**config.mk**
```make
export PLATFORM = sky130hd
export DESIGN_NAME = key_conditioner_flat
export DESIGN_NICKNAME = d
export VERILOG_FILES = /design/src/rtl/key_conditioner_if.sv /design/src/rtl/key_conditioner.sv /design/src/flat_wrapper.sv
export SDC_FILE = /design/constraint.sdc
export NUM_CORES = 1
export LEC_CHECK = 0
export CORE_ASPECT_RATIO = 1.1
export CORE_UTILIZATION = 30
export CTS_BUF_LIST = sky130_fd_sc_hd__clkbuf_8
export DETAILED_ROUTE_END_ITERATION = 10
export HOLD_SLACK_MARGIN = 0.03
export PLACE_DENSITY = 0.52
export SYNTH_ARGS = -nofsm -noshare
export SYNTH_HDL_FRONTEND = slang
export SYNTH_SLANG_ARGS = --single-unit
```
**constraint.sdc**
```tcl
create_clock -name clk -period 2.4 [get_ports clk]
set_input_delay 0.48 -clock clk [delete_from_list [all_inputs] [get_ports clk]]
set_output_delay 0.48 -clock clk [all_outputs]
set_load 0.02 [all_outputs]
```
**src/rtl/key_conditioner_if.sv**
```systemverilog
// rtl/key_conditioner_if.sv - key input and conditioned event bundle for key_conditioner
// Ports (signals):
//   key_raw      raw asynchronous button levels into the conditioner
//   key_level    debounced pressed state, 1 = pressed
//   key_press    one-cycle pulse on accepted press
//   key_release  one-cycle pulse on accepted release
//   key_repeat   one-cycle auto-repeat pulse while held
//   step         OR of all press and repeat bits
// Modports: master = key source / event consumer, slave = conditioner.
interface key_conditioner_if #(
    parameter int NUM_KEYS = 2
);
    logic [NUM_KEYS-1:0] key_raw;
    logic [NUM_KEYS-1:0] key_level;
    logic [NUM_KEYS-1:0] key_press;
    logic [NUM_KEYS-1:0] key_release;
    logic [NUM_KEYS-1:0] key_repeat;
    logic                step;

    modport master (
        output key_raw,
        input  key_level,
        input  key_press,
        input  key_release,
        input  key_repeat,
        input  step
    );

    modport slave (
        input  key_raw,
        output key_level,
        output key_press,
        output key_release,
        output key_repeat,
        output step
    );
endinterface

```
**src/rtl/key_conditioner.sv**
```systemverilog
// rtl/key_conditioner.sv - push-button synchroniser, debouncer and press/release/repeat pulse generator
// Ports:
//   clk    system clock, rising edge
//   rst_n  synchronous active-low reset
//   bus    key_conditioner_if.slave: key_raw in; key_level, key_press,
//          key_release, key_repeat, step out
module key_conditioner #(
    parameter int NUM_KEYS        = 2,
    parameter int ACTIVE_LOW      = 1,
    parameter int DEBOUNCE_CYCLES = 1000000,
    parameter int REPEAT_EN       = 1,
    parameter int REPEAT_DELAY    = 25000000,
    parameter int REPEAT_PERIOD   = 12500000
) (
    input  logic             clk,
    input  logic             rst_n,
    key_conditioner_if.slave bus
);
    localparam logic [1:0] IDLE       = 2'd0;
    localparam logic [1:0] DB_PRESS   = 2'd1;
    localparam logic [1:0] HELD       = 2'd2;
    localparam logic [1:0] DB_RELEASE = 2'd3;

    localparam logic [31:0] DB_LAST = 32'(DEBOUNCE_CYCLES - 1);
    localparam logic [31:0] RD_LAST = 32'(REPEAT_DELAY - 1);
    localparam logic [31:0] RP_LAST = 32'(REPEAT_PERIOD - 1);

    // Raw level that means "not pressed"; synchroniser resets to it.
    localparam logic [NUM_KEYS-1:0] RAW_IDLE = {NUM_KEYS{1'(ACTIVE_LOW != 0)}};

    logic [NUM_KEYS-1:0] sync0;
    logic [NUM_KEYS-1:0] sync1;
    logic [NUM_KEYS-1:0] s_q;

    logic [NUM_KEYS-1:0] level_vec;
    logic [NUM_KEYS-1:0] press_vec;
    logic [NUM_KEYS-1:0] rel_vec;
    logic [NUM_KEYS-1:0] rep_vec;

    // Two synchroniser flops, then a registered polarity-correction stage
    // so the FSM always sees s = 1 for pressed.
    always_ff @(posedge clk) begin
        if (!rst_n) begin
            sync0 <= RAW_IDLE;
            sync1 <= RAW_IDLE;
            s_q   <= '0;
        end else begin
            sync0 <= bus.key_raw;
            sync1 <= sync0;
            s_q   <= (ACTIVE_LOW != 0) ? ~sync1 : sync1;
        end
    end

    for (genvar i = 0; i < NUM_KEYS; i++) begin : g_key
        logic [1:0]  state;
        logic [31:0] cnt;
        logic [31:0] rcnt;
        logic        first_done;
        logic        lvl_q;
        logic        prs_q;
        logic        rel_q;
        logic        rep_q;
        logic        s;

        assign s = s_q[i];

        always_ff @(posedge clk) begin
            if (!rst_n) begin
                state      <= IDLE;
                cnt        <= '0;
                rcnt       <= '0;
                first_done <= 1'b0;
                lvl_q      <= 1'b0;
                prs_q      <= 1'b0;
                rel_q      <= 1'b0;
                rep_q      <= 1'b0;
            end else begin
                prs_q <= 1'b0;
                rel_q <= 1'b0;
                rep_q <= 1'b0;
                case (state)
                    IDLE: begin
                        if (s) begin
                            state <= DB_PRESS;
                            cnt   <= 32'd1;
                        end
                    end
                    DB_PRESS: begin
                        if (!s) begin
                            state <= IDLE;
                            cnt   <= '0;
                        end else if (cnt == DB_LAST) begin
                            state      <= HELD;
                            lvl_q      <= 1'b1;
                            prs_q      <= 1'b1;
                            rcnt       <= '0;
                            first_done <= 1'b0;
                        end else begin
                            cnt <= cnt + 32'd1;
                        end
                    end
                    HELD: begin
                        if (!s) begin
                            state <= DB_RELEASE;
                            cnt   <= 32'd1;
                        end else if (REPEAT_EN != 0) begin
                            // rcnt restarts after each repeat; the compare value
                            // switches from the initial delay to the period.
                            if (rcnt == (first_done ? RP_LAST : RD_LAST)) begin
                                rep_q      <= 1'b1;
                                rcnt       <= '0;
                                first_done <= 1'b1;
                            end else begin
                                rcnt <= rcnt + 32'd1;
                            end
                        end
                    end
                    DB_RELEASE: begin
                        // A bounce back to pressed resumes HELD; rcnt is left
                        // untouched so the repeat schedule only pauses.
                        if (s) begin
                            state <= HELD;
                        end else if (cnt == DB_LAST) begin
                            state <= IDLE;
                            lvl_q <= 1'b0;
                            rel_q <= 1'b1;
                        end else begin
                            cnt <= cnt + 32'd1;
                        end
                    end
                    default: state <= IDLE;
                endcase
            end
        end

        assign level_vec[i] = lvl_q;
        assign press_vec[i] = prs_q;
        assign rel_vec[i]   = rel_q;
        assign rep_vec[i]   = rep_q;
    end

    assign bus.key_level   = level_vec;
    assign bus.key_press   = press_vec;
    assign bus.key_release = rel_vec;
    assign bus.key_repeat  = rep_vec;
    // Combinational OR of registered pulses: coincident events on several
    // keys collapse into a single step.
    assign bus.step        = |(press_vec | rep_vec);
endmodule

```
**src/flat_wrapper.sv**
```systemverilog
// flat-port wrapper written by rule: the top's interface ports become plain ports
module key_conditioner_flat 
#(
    parameter int NUM_KEYS        = 2,
    parameter int ACTIVE_LOW      = 1,
    parameter int DEBOUNCE_CYCLES = 1000000,
    parameter int REPEAT_EN       = 1,
    parameter int REPEAT_DELAY    = 25000000,
    parameter int REPEAT_PERIOD   = 12500000
)
  (clk, rst_n, bus_key_raw, bus_key_level, bus_key_press, bus_key_release, bus_key_repeat, bus_step);
  key_conditioner_if #(.NUM_KEYS(NUM_KEYS)) bus_i ();
  input  logic clk;
  input  logic rst_n;
  input wire logic [$bits(bus_i.key_raw)-1:0] bus_key_raw;
  output wire logic [$bits(bus_i.key_level)-1:0] bus_key_level;
  output wire logic [$bits(bus_i.key_press)-1:0] bus_key_press;
  output wire logic [$bits(bus_i.key_release)-1:0] bus_key_release;
  output wire logic [$bits(bus_i.key_repeat)-1:0] bus_key_repeat;
  output wire logic [$bits(bus_i.step)-1:0] bus_step;
  assign bus_i.key_raw = bus_key_raw;
  assign bus_key_level = bus_i.key_level;
  assign bus_key_press = bus_i.key_press;
  assign bus_key_release = bus_i.key_release;
  assign bus_key_repeat = bus_i.key_repeat;
  assign bus_step = bus_i.step;
  key_conditioner #(.NUM_KEYS(NUM_KEYS), .ACTIVE_LOW(ACTIVE_LOW), .DEBOUNCE_CYCLES(DEBOUNCE_CYCLES), .REPEAT_EN(REPEAT_EN), .REPEAT_DELAY(REPEAT_DELAY), .REPEAT_PERIOD(REPEAT_PERIOD)) u_core (.clk(clk), .rst_n(rst_n), .bus(bus_i));
endmodule
```
======== Word level (Yosys, flattened, before mapping) ========
Cells that the tools add are included.
word-level totals
  flip-flop bits (word level) ............. 148
cells by class
  eq/ne operators ......................... 30
  bitwise gates (word level) .............. 5
  multiplexer cells ....................... 60
  $add $sub $neg .......................... 4
  reductions and logical operators ........ 23
operator list
  cell                     number
  $mux W32                 18
  $pmux W32 S4             2
  $add A32 B1 Y32 const B  4
  $pmux W32 S2             2
  $eq A32 B20 Y1 const B   2
  $eq A32 B32 Y1           2
  $mux W25                 2
  $mux W2                  12
  $ne A2 B1 Y1 const B     12
  $reduce_and A5 Y1        4
  $mux W1                  18
  $reduce_and A3 Y1        6
  $pmux W2 S4              2
  $reduce_and A4 Y1        4
  $eq A2 B2 Y1 const B     4
  $ne A2 B2 Y1 const B     4
  $pmux W1 S2              4
  $reduce_bool A2 Y1       4
  $ne A3 B1 Y1 const B     2
  $ne A3 B3 Y1 const B     2
  $reduce_or A3 Y1         2
  $eq A2 B1 Y1 const B     2
  $logic_not A2 Y1         2
  $not A1 Y1               3
  3 further kinds          3

======== Depth between registers and ports, before layout ========
Gate-level depths: netlist of the first run.
  depth in word-level cells ............... 5
  gate-level depth with buffers ........... 9

======== Worst setup path before layout of the first run ========
No wires, ideal clock.
  path kind ............................... reg2reg
  start ................................... register u_core.g_key[0].cnt[0]
  end ..................................... register u_core.g_key[0].cnt[26]
  stages on the path, launching flop included .. 9
  path buffers ............................ 2
  arrival ................................. 2.392 ns
  path slack .............................. -0.065 ns
  library setup time ...................... 0.074 ns
  required time ........................... 2.326 ns
  path through ............................ dfxtp_1 > ha_1 > nand2_1 > or4b_1 > buf_2 > or4_1 > buf_2 > or3_1 > a21oi_1
between the ends
  cells in the longest elaborated chain, start to end .. 4
ends and longest elaborated chain
  element                                            RTL line                                       RTL
  from (decl)                                        key_conditioner.sv:56                          logic [31:0] cnt;
  from (signal assigned)                             key_conditioner.sv:99                          cnt <= cnt + 32'd1;
  from (signal assigned)                             key_conditioner.sv:128                         cnt <= cnt + 32'd1;
  $add A32 B1 Y32 or $eq A32 B20 Y1 (tied branches)  n/a
  $mux W32 (*)                                       key_conditioner.sv:92, key_conditioner.sv:123
  $mux W32 (on tied branches)                        key_conditioner.sv:121, key_conditioner.sv:89
  $pmux W32 S4 (*)                                   key_conditioner.sv:81                          case (state)
Every way passes the cells marked *; elsewhere a longest branch is shown, timed or not. The select of a mux whose other input is x is not followed.
A chain may end at the register's enable or synchronous reset.

======== Worst setup path after layout of the first run ========
  start ................................... register u_core.g_key[0].rep_q
  end ..................................... output port bus_step
between the ends
  cells in the longest elaborated chain, start to end .. 2
ends and longest elaborated chain
  element                 RTL line                RTL
  from (decl)             key_conditioner.sv:62   logic rep_q;
  from (signal assigned)  key_conditioner.sv:76   rep_q <= 1'b0;
  from (signal assigned)  key_conditioner.sv:80   rep_q <= 1'b0;
  from (signal assigned)  key_conditioner.sv:110  rep_q <= 1'b1;
  $or A2 B2 Y2            key_conditioner.sv:148  assign bus.step = |(press_vec | rep_vec);
  $reduce_or A2 Y1        key_conditioner.sv:148
  to (decl)               flat_wrapper.sv:20      output wire logic [$bits(bus_i.step)-1:0] bus_step;
Every way passes these cells.

==> impl_results.md, run 1 <==
- Status: completed
- First-pass GRT wire length: 31,400 um
- Unrepaired setup endpoints after global routing: false
- Detailed-route wire length: around 19,000 um
- Core area: ~25,000 um^2
- Type of origin of the critical path: register
- CP cell instances: or4_1 > clkdlybuf4s50_1
- Fillers: 2,559
- Port bufs: 12
- Initial Util: 30.8%
- DR vias: between 6,000 and 7,000
- Register area share after synthesis: about two fifths
- Vias in the first global route: 6,365
- Synth cell types: just over 60
- Worst-Skew Late Latency: 0.46 ns
- CTS tree: yes
- RePlAce Congestion: 0.794
- PwrDens: 518 nW/um^2
- Compound-Gate Fraction of Synth Area: 15.6%
- Initial DRC count: roughly 320
- Clk pin slew, worst setup/hold paths: 0.09 ns
- Wire per inst: 14.0 um
- Final WS setup: between 0.08 and 0.09 ns
- Max incr delay on CP: around 0.55 ns
- Antenna cells: 0
- Placed Instance Area: 8700 um^2
- DP Wirelength: 13,300 um
- Synth top area share: 38.9%
- # IOs: 13
- Synth area leaders: dfxtp_1, xor2_1, nor2_1, xnor2_1, a21oi_1
- Inserted Clock Buffers: 17
- Synth Area in Adders: 0.657%
- Die H: ~170 um
- Clock tree root driver cell: clkbuf_8
- Pin count of the biggest net entering global routing: 35
- Peak supply drop: 277 uV
- Slowest CP cell: clkdlybuf4s50_1
- CP arrival: between 1.5 and 2 ns
- Clk_skew: 0.0135 ns
- Mux cell area share after synthesis: 0.542%
- Top cell family by delay on the critical path: buffers and inverters
- Util after Layout: 37.3%
- Fin crit share: 96.5%
- Most common cell in the netlist: dfxtp_1
- Nets: 1,022
- Critical path required time: 1.92 ns
- Chip width: 154 um
- H-tree depth: 4
- Netlist Area Pre-Place: 7610 um^2
- Max cap viols: 0
- Synth Instances: 933
- Final min period: 2.32 ns
- Cts-stage hold buffer count: 0
- Ratio of cells with drive above 1 in the final layout: 14.7%
- Synth area leader: dfxtp_1
- Syn_nets: 941
- CP Buf/Inv Count: 1
- Drt drc: 0
- Commonest cells in the netlist: dfxtp_1, nor2_1, nand2_1
- Leakage: 0.00316 uW
- Initial antenna violation count: 0
- Post-synth EDFFs: 0
- Synth Area in Simple Gates: 30.4%
- CTS Sinks: 148
- # setup viols final: 0
- Fin Setup TNS: 0 ns
- Synth Area in XOR/XNOR: a little under a tenth
- Worst relative slew slack: 65.0%
- Die area: 26,000 um^2
- Critical path type: reg2out
- Gr ovfl total: 0
- Crit. End Element: primary output
- Vias per cell: ~5.1
- P&R area growth vs syn: 21.0%
- Routed Antenna Nets: 0
- Hold Path Class: reg2reg
- All-Layer GR Usage: 14.7%
- Fin area: 9210 um^2
- Cell Rows: 60
- Final Hold Vio Count: 0
- FF+latch count, synth: roughly 150
- Post-synth ARST share: 0%
- Max Transition Viols Final: 0
- Place WS: -0.0298 ns
- Largest family of logic cells by synthesized area: simple AND/OR/NAND/NOR gates
- Yosys warns: 0
- DRT Pass-1 Iters: 5
- Pwr Total: 4770 uW
- Slew @ Worst Pin: about 0.52 ns
- Fmax: 0.432 GHz
- Ys flop type: dfxtp_1
- Mean post-synth cell area: approximately 8.2 um^2
- Critical Path Fanout Max: 2
- Clock buffer depth: 2
[state kept, by name, indices dropped and copies added, names as in the netlist, named ones only]
register / cells
u_core.sync0: 2
u_core.g_key.first_done: 2
u_core.g_key.prs_q: 2
u_core.g_key.cnt: 64
u_core.g_key.rcnt: 64
u_core.g_key.rep_q: 2
u_core.s_q: 2
u_core.g_key.lvl_q: 2
u_core.g_key.rel_q: 2
u_core.g_key.state: 2
u_core.sync1: 2
[what timing repair did]
| action | 4_1_cts | 5_1_grt |
|---|---|---|
| gates resized for setup | 1 | 12 |
| setup endpoints to repair | 2 | 32 |
| pin swaps | 0 | 3 |
| setup buffers | 0 | 1 |
[kinds of logic after synthesis]
group / count (synthesis)
mux: 4
compound gates: 185
flops: 148
simple gates: 427
xor+xnor: 79
fa+ha+maj: 4
buf+inv: 86
[placed cells by master (no fill, tap or decap), types with 5 or more instances in the layout]
| cell type | instances |
|---|---|
| dfxtp_1 | 143 |
| nor2_1 | 112 |
| buf_4 | 99 |
| nand2_1 | 61 |
| xor2_1 | 51 |
| a21oi_1 | 46 |
| o21ai_0 | 42 |
| nand3_1 | 40 |
| inv_1 | 34 |
| or3_1 | 28 |
| xnor2_1 | 28 |
| nor3_1 | 27 |
| nand4_1 | 25 |
| nor4_1 | 23 |
| o211ai_1 | 23 |
| and3_1 | 20 |
| clkbuf_8 | 19 |
| and4_1 | 18 |
| and2_1 | 16 |
| or4_1 | 12 |
| clkdlybuf4s50_1 | 12 |
| o2111ai_1 | 10 |
| nor4bb_1 | 7 |
| nand2b_1 | 7 |
| o31ai_1 | 7 |
| a31oi_1 | 7 |
| a21boi_0 | 7 |
| nor4b_1 | 6 |
| nor3b_1 | 5 |
| o21a_1 | 5 |
| dfxtp_2 | 5 |
[stage by stage]
step | hold slack (ns) | std cells
3_5_place_dp | 0.376 | 1304
2_1_floorplan | 0.367 | 933
3_3_place_gp | 0.372 | 1304
5_1_grt | 0.406 | 1335
6_report | 0.384 | 1335
4_1_cts | 0.389 | 1334
[where the power goes]
| group | internal [uW] | leakage [uW] | switching [uW] |
|---|---|---|---|
| Combinational | 40.4 | 0.00175 | 71.2 |
| Sequential | 2460 | 0.00120 | 4.30 |
| Clock | 1190 | 0.000218 | 1000 |
| Total | 3690 | 0.00316 | 1080 |
[routing by layer]
layer  up-vias  wire length [um]  global-route usage (%)
met4         0               211                    4.83
met1      3223              9380                    19.7
met3        15               483                    2.46
met2        80              8570                    24.1
li1       3536                 -                       -
met5         -                 0                       0
[final timing paths]
path | startpoint | to | slack (ns) | depth (start not counted)
setup / recovery | u_core.g_key[0].rep_q | bus_step | 0.08 | 2
setup reg to reg | u_core.g_key[0].cnt[12] | u_core.g_key[0].cnt[28] | 0.08 | 5
hold / removal | u_core.sync1[1] | u_core.s_q[1] | 0.38 | 1
hold reg to reg | u_core.sync1[1] | u_core.s_q[1] | 0.38 | 1
[cell type report]
cell class | instances | area, um^2 | share of cell area (%)
Timing Repair Buffer | 115 | 935 | 10.1
Inverter | 33 | 124 | 1.35
Sequential cell | 148 | 2970 | 32.2
Tap cell | 310 | 388 | 4.21
Multi-Input combinational cell | 699 | 4360 | 47.3
Clock inverter | 11 | 176 | 1.92
Clock buffer | 19 | 262 | 2.84
Note: power is estimated with default switching activity, not from simulation.
==> inputs of run 2 (changes only) <==
--- a/config.mk
+++ b/config.mk
@@ -7,7 +7,7 @@
 export LEC_CHECK = 0
 export CORE_ASPECT_RATIO = 1.1
 export CORE_UTILIZATION = 30
-export CTS_BUF_LIST = sky130_fd_sc_hd__clkbuf_8
+export CTS_BUF_LIST = sky130_fd_sc_hd__clkbuf_4 sky130_fd_sc_hd__clkbuf_8
 export DETAILED_ROUTE_END_ITERATION = 10
 export HOLD_SLACK_MARGIN = 0.03
 export PLACE_DENSITY = 0.52
==> run 2 against run 1 <==
  * First-iteration DRC count rose by 0.31%
  * Clock power is essentially flat
  * Critical endpoint unchanged
  * Hold slack did not move
  * Largest power group unchanged
  * Fmax is essentially flat
  * Critical path depth is the same
  * Cell count is the same
  * Highest routed layer unchanged
  * Sequential power hardly changed
  * Clock skew about the same
  * Wire length hardly changed
  * Cell area is essentially flat
==> impl_results.md, run 2 (synthesized netlist as in run 1, its figures left out) <==
- Status: completed (unchanged)
- Final WS setup: 0.0843 ns (was 0.0839 ns)
- CP Buf/Inv Count: 1 (unchanged)
- Type of origin of the critical path: register (unchanged)
- Final Hold Vio Count: 0 (unchanged)
- Nets: 1,022 (unchanged)
- Leakage: 0.00316 uW (about the same)
- Cts-stage hold buffer count: 0 (unchanged)
- Worst Reg2Reg Path Length in Cells: 5 (unchanged)
- Commonest cells after routing, fill and taps aside: dfxtp_1, nor2_1, buf_4 (unchanged)
- PwrDens: 519 nW/um^2 (was 518 nW/um^2)
- RePlAce Congestion: 0.794 (unchanged)
- Initial DRC count: 324 (was 323)
- Critical path required time: 1.92 ns (about the same)
- Antenna cells: 0 (unchanged)
- Slowest CP cell: clkdlybuf4s50_1 (unchanged)
- Initial antenna violation count: 0 (unchanged)
- Worst-Skew Late Latency: 0.46 ns (about the same)
- Die H: 169 um (unchanged)
- Place WS: -0.0298 ns (unchanged)
- Critical path type: reg2out (unchanged)
- H-tree depth: 4 (unchanged)
- Critical Path Fanout Max: 2 (unchanged)
- Largest registers: u_core.g_key.cnt (64), u_core.g_key.rcnt (64) (unchanged)
- Slew @ Worst Pin: 0.521 ns (unchanged)
- Detailed-route wire length: 18,700 um (about the same)
- Fillers: 2,559 (unchanged)
- Setup crit start: u_core.g_key[0].rep_q (unchanged)
- Hold_ws: 0.384 ns (unchanged)
- All-Layer GR Usage: 14.7% (unchanged)
- Chip width: 154 um (unchanged)
- Pwr Total: 4780 uW (was 4770 uW)
- Drt drc: 0 (unchanged)
- Unrepaired setup endpoints after global routing: false (unchanged)
- # setup viols final: 0 (unchanged)
- Initial Util: 30.8% (unchanged)
- Crit. End Element: primary output (unchanged)
- Clk_skew: 0.0135 ns (about the same)
- Util after Layout: 37.3% (about the same)
- Gr ovfl total: 0 (unchanged)
- Wire per inst: 14.0 um (about the same)
- Worst hold start: u_core.sync1[1] (unchanged)
- Final min period: 2.32 ns (about the same)
- Max incr delay on CP: 0.55 ns (about the same)
- Worst r2r src: u_core.g_key[0].cnt[12] (unchanged)
- # IOs: 13 (unchanged)
- Port bufs: 12 (unchanged)
- DR vias: 6,856 (was 6,854)
- P&R area growth vs syn: 21.0% (about the same)
- Cell Rows: 60 (unchanged)
- Fin crit share: 96.5% (about the same)
- Peak supply drop: 277 uV (about the same)
- Hold Path Class: reg2reg (unchanged)
- Fmax: 0.432 GHz (about the same)
- Top cell family by delay on the critical path: buffers and inverters (unchanged)
- Commonest non-fill, non-tap cell in the layout: dfxtp_1 (unchanged)
- Max cap viols: 0 (unchanged)
- Critical Path Stages: 2 (unchanged)
- Routed Antenna Nets: 0 (unchanged)
- Clock buffer depth: 2 (unchanged)
- Pin count of the biggest net entering global routing: 35 (unchanged)
- Core area: 24,700 um^2 (unchanged)
- CP cell instances: or4_1 > clkdlybuf4s50_1 (unchanged)
- Die area: 26,000 um^2 (unchanged)
- CTS tree: yes (unchanged)
- Worst relative slew slack: 65.0% (unchanged)
- CP arrival: 1.84 ns (about the same)
- Max Transition Viols Final: 0 (unchanged)
- Inserted Clock Buffers: 17 (unchanged)
- Worst hold stages: 1 (unchanged)
- Vias per cell: 5.14 (was 5.13)
- Clk pin slew, worst setup/hold paths: 0.09 ns (about the same)
- CTS Sinks: 148 (unchanged)
- DP Wirelength: 13,300 um (unchanged)
- Clock tree root driver cell: clkbuf_8 (unchanged)
- First-pass GRT wire length: 31,400 um (unchanged)
- Vias in the first global route: 6,365 (unchanged)
- Ratio of cells with drive above 1 in the final layout: 14.8% (was 14.7%)
- DRT Pass-1 Iters: 5 (unchanged)
## run 2: cell count changes in the layout (fill, tap and decap cells not counted)
| cell | delta |
|---|---|
| inv_1 | -1 |
| clkbuf_4 | +1 |
## run 2: worst register-to-register path: stages, from the launching register on
cell	delay, ns
dfxtp_1	0.43
and4_4	0.26
or4b_1	0.46
or4_4	0.60
or3_1	0.36
a21oi_1	0.14
## run 2: cell type report
type / instances / area (um^2) / share of cell area, %
Inverter: 33 / 124 / 1.34
Tap cell: 310 / 388 / 4.21
Sequential cell: 148 / 2970 / 32.2
Multi-Input combinational cell: 699 / 4360 / 47.3
Clock buffer: 20 / 269 / 2.92
Clock inverter: 10 / 173 / 1.87
Timing Repair Buffer: 115 / 935 / 10.1
## run 2: report_power, final
group	switching, uW	internal, uW	leakage, uW
clock network	1000	1200	0.000217
registers	4.30	2460	0.00120
logic	71.2	40.4	0.00175
## run 2: worst paths after layout
| kind | endpoint | slack, ns |
|---|---|---|
| worst max register to register | u_core.g_key[0].cnt[28] | 0.08 |
| worst max-delay path | bus_step | 0.08 |
| worst min-delay path | u_core.s_q[1] | 0.38 |
| worst min register to register | u_core.s_q[1] | 0.38 |
## run 2: repair_timing
item	4_1_cts	5_1_grt
resized for setup	1	12
cloned	0	0
setup endpoints to repair	2	32
buffers inserted	0	1
pin swaps	0	3
## run 2: stage by stage
| stage | std cells | area [um^2] | setup TNS (ns) |
|---|---|---|---|
| CTS | 1334 | 9150 | 0 |
| detailed placement | 1304 | 8700 | -0.0298 |
| global placement | 1304 | 8700 | 0 |
| floorplan | 933 | 7630 | 0 |
| global route | 1335 | 9210 | 0 |
| finish | 1335 | 9210 | 0 |
## run 2: per-layer routing
metal | share of wire, % | GRT usage (%) | wire, um
met1 | 50 | 19.7 | 9390
met4 | 1.1 | 4.83 | 211
met2 | 46 | 24.1 | 8570
met3 | 2.6 | 2.46 | 483
met5 | 0 | 0 | 0
==> inputs of run 3 (changes only) <==
--- a/config.mk
+++ b/config.mk
@@ -5,6 +5,7 @@
 export SDC_FILE = /design/constraint.sdc
 export NUM_CORES = 1
 export LEC_CHECK = 0
+export CAP_MARGIN = 0
 export CORE_ASPECT_RATIO = 1.1
 export CORE_UTILIZATION = 30
 export CTS_BUF_LIST = sky130_fd_sc_hd__clkbuf_4 sky130_fd_sc_hd__clkbuf_8
==> results of run 3 <==
The final DEF is identical to that of run 2; final timing and power are the same.
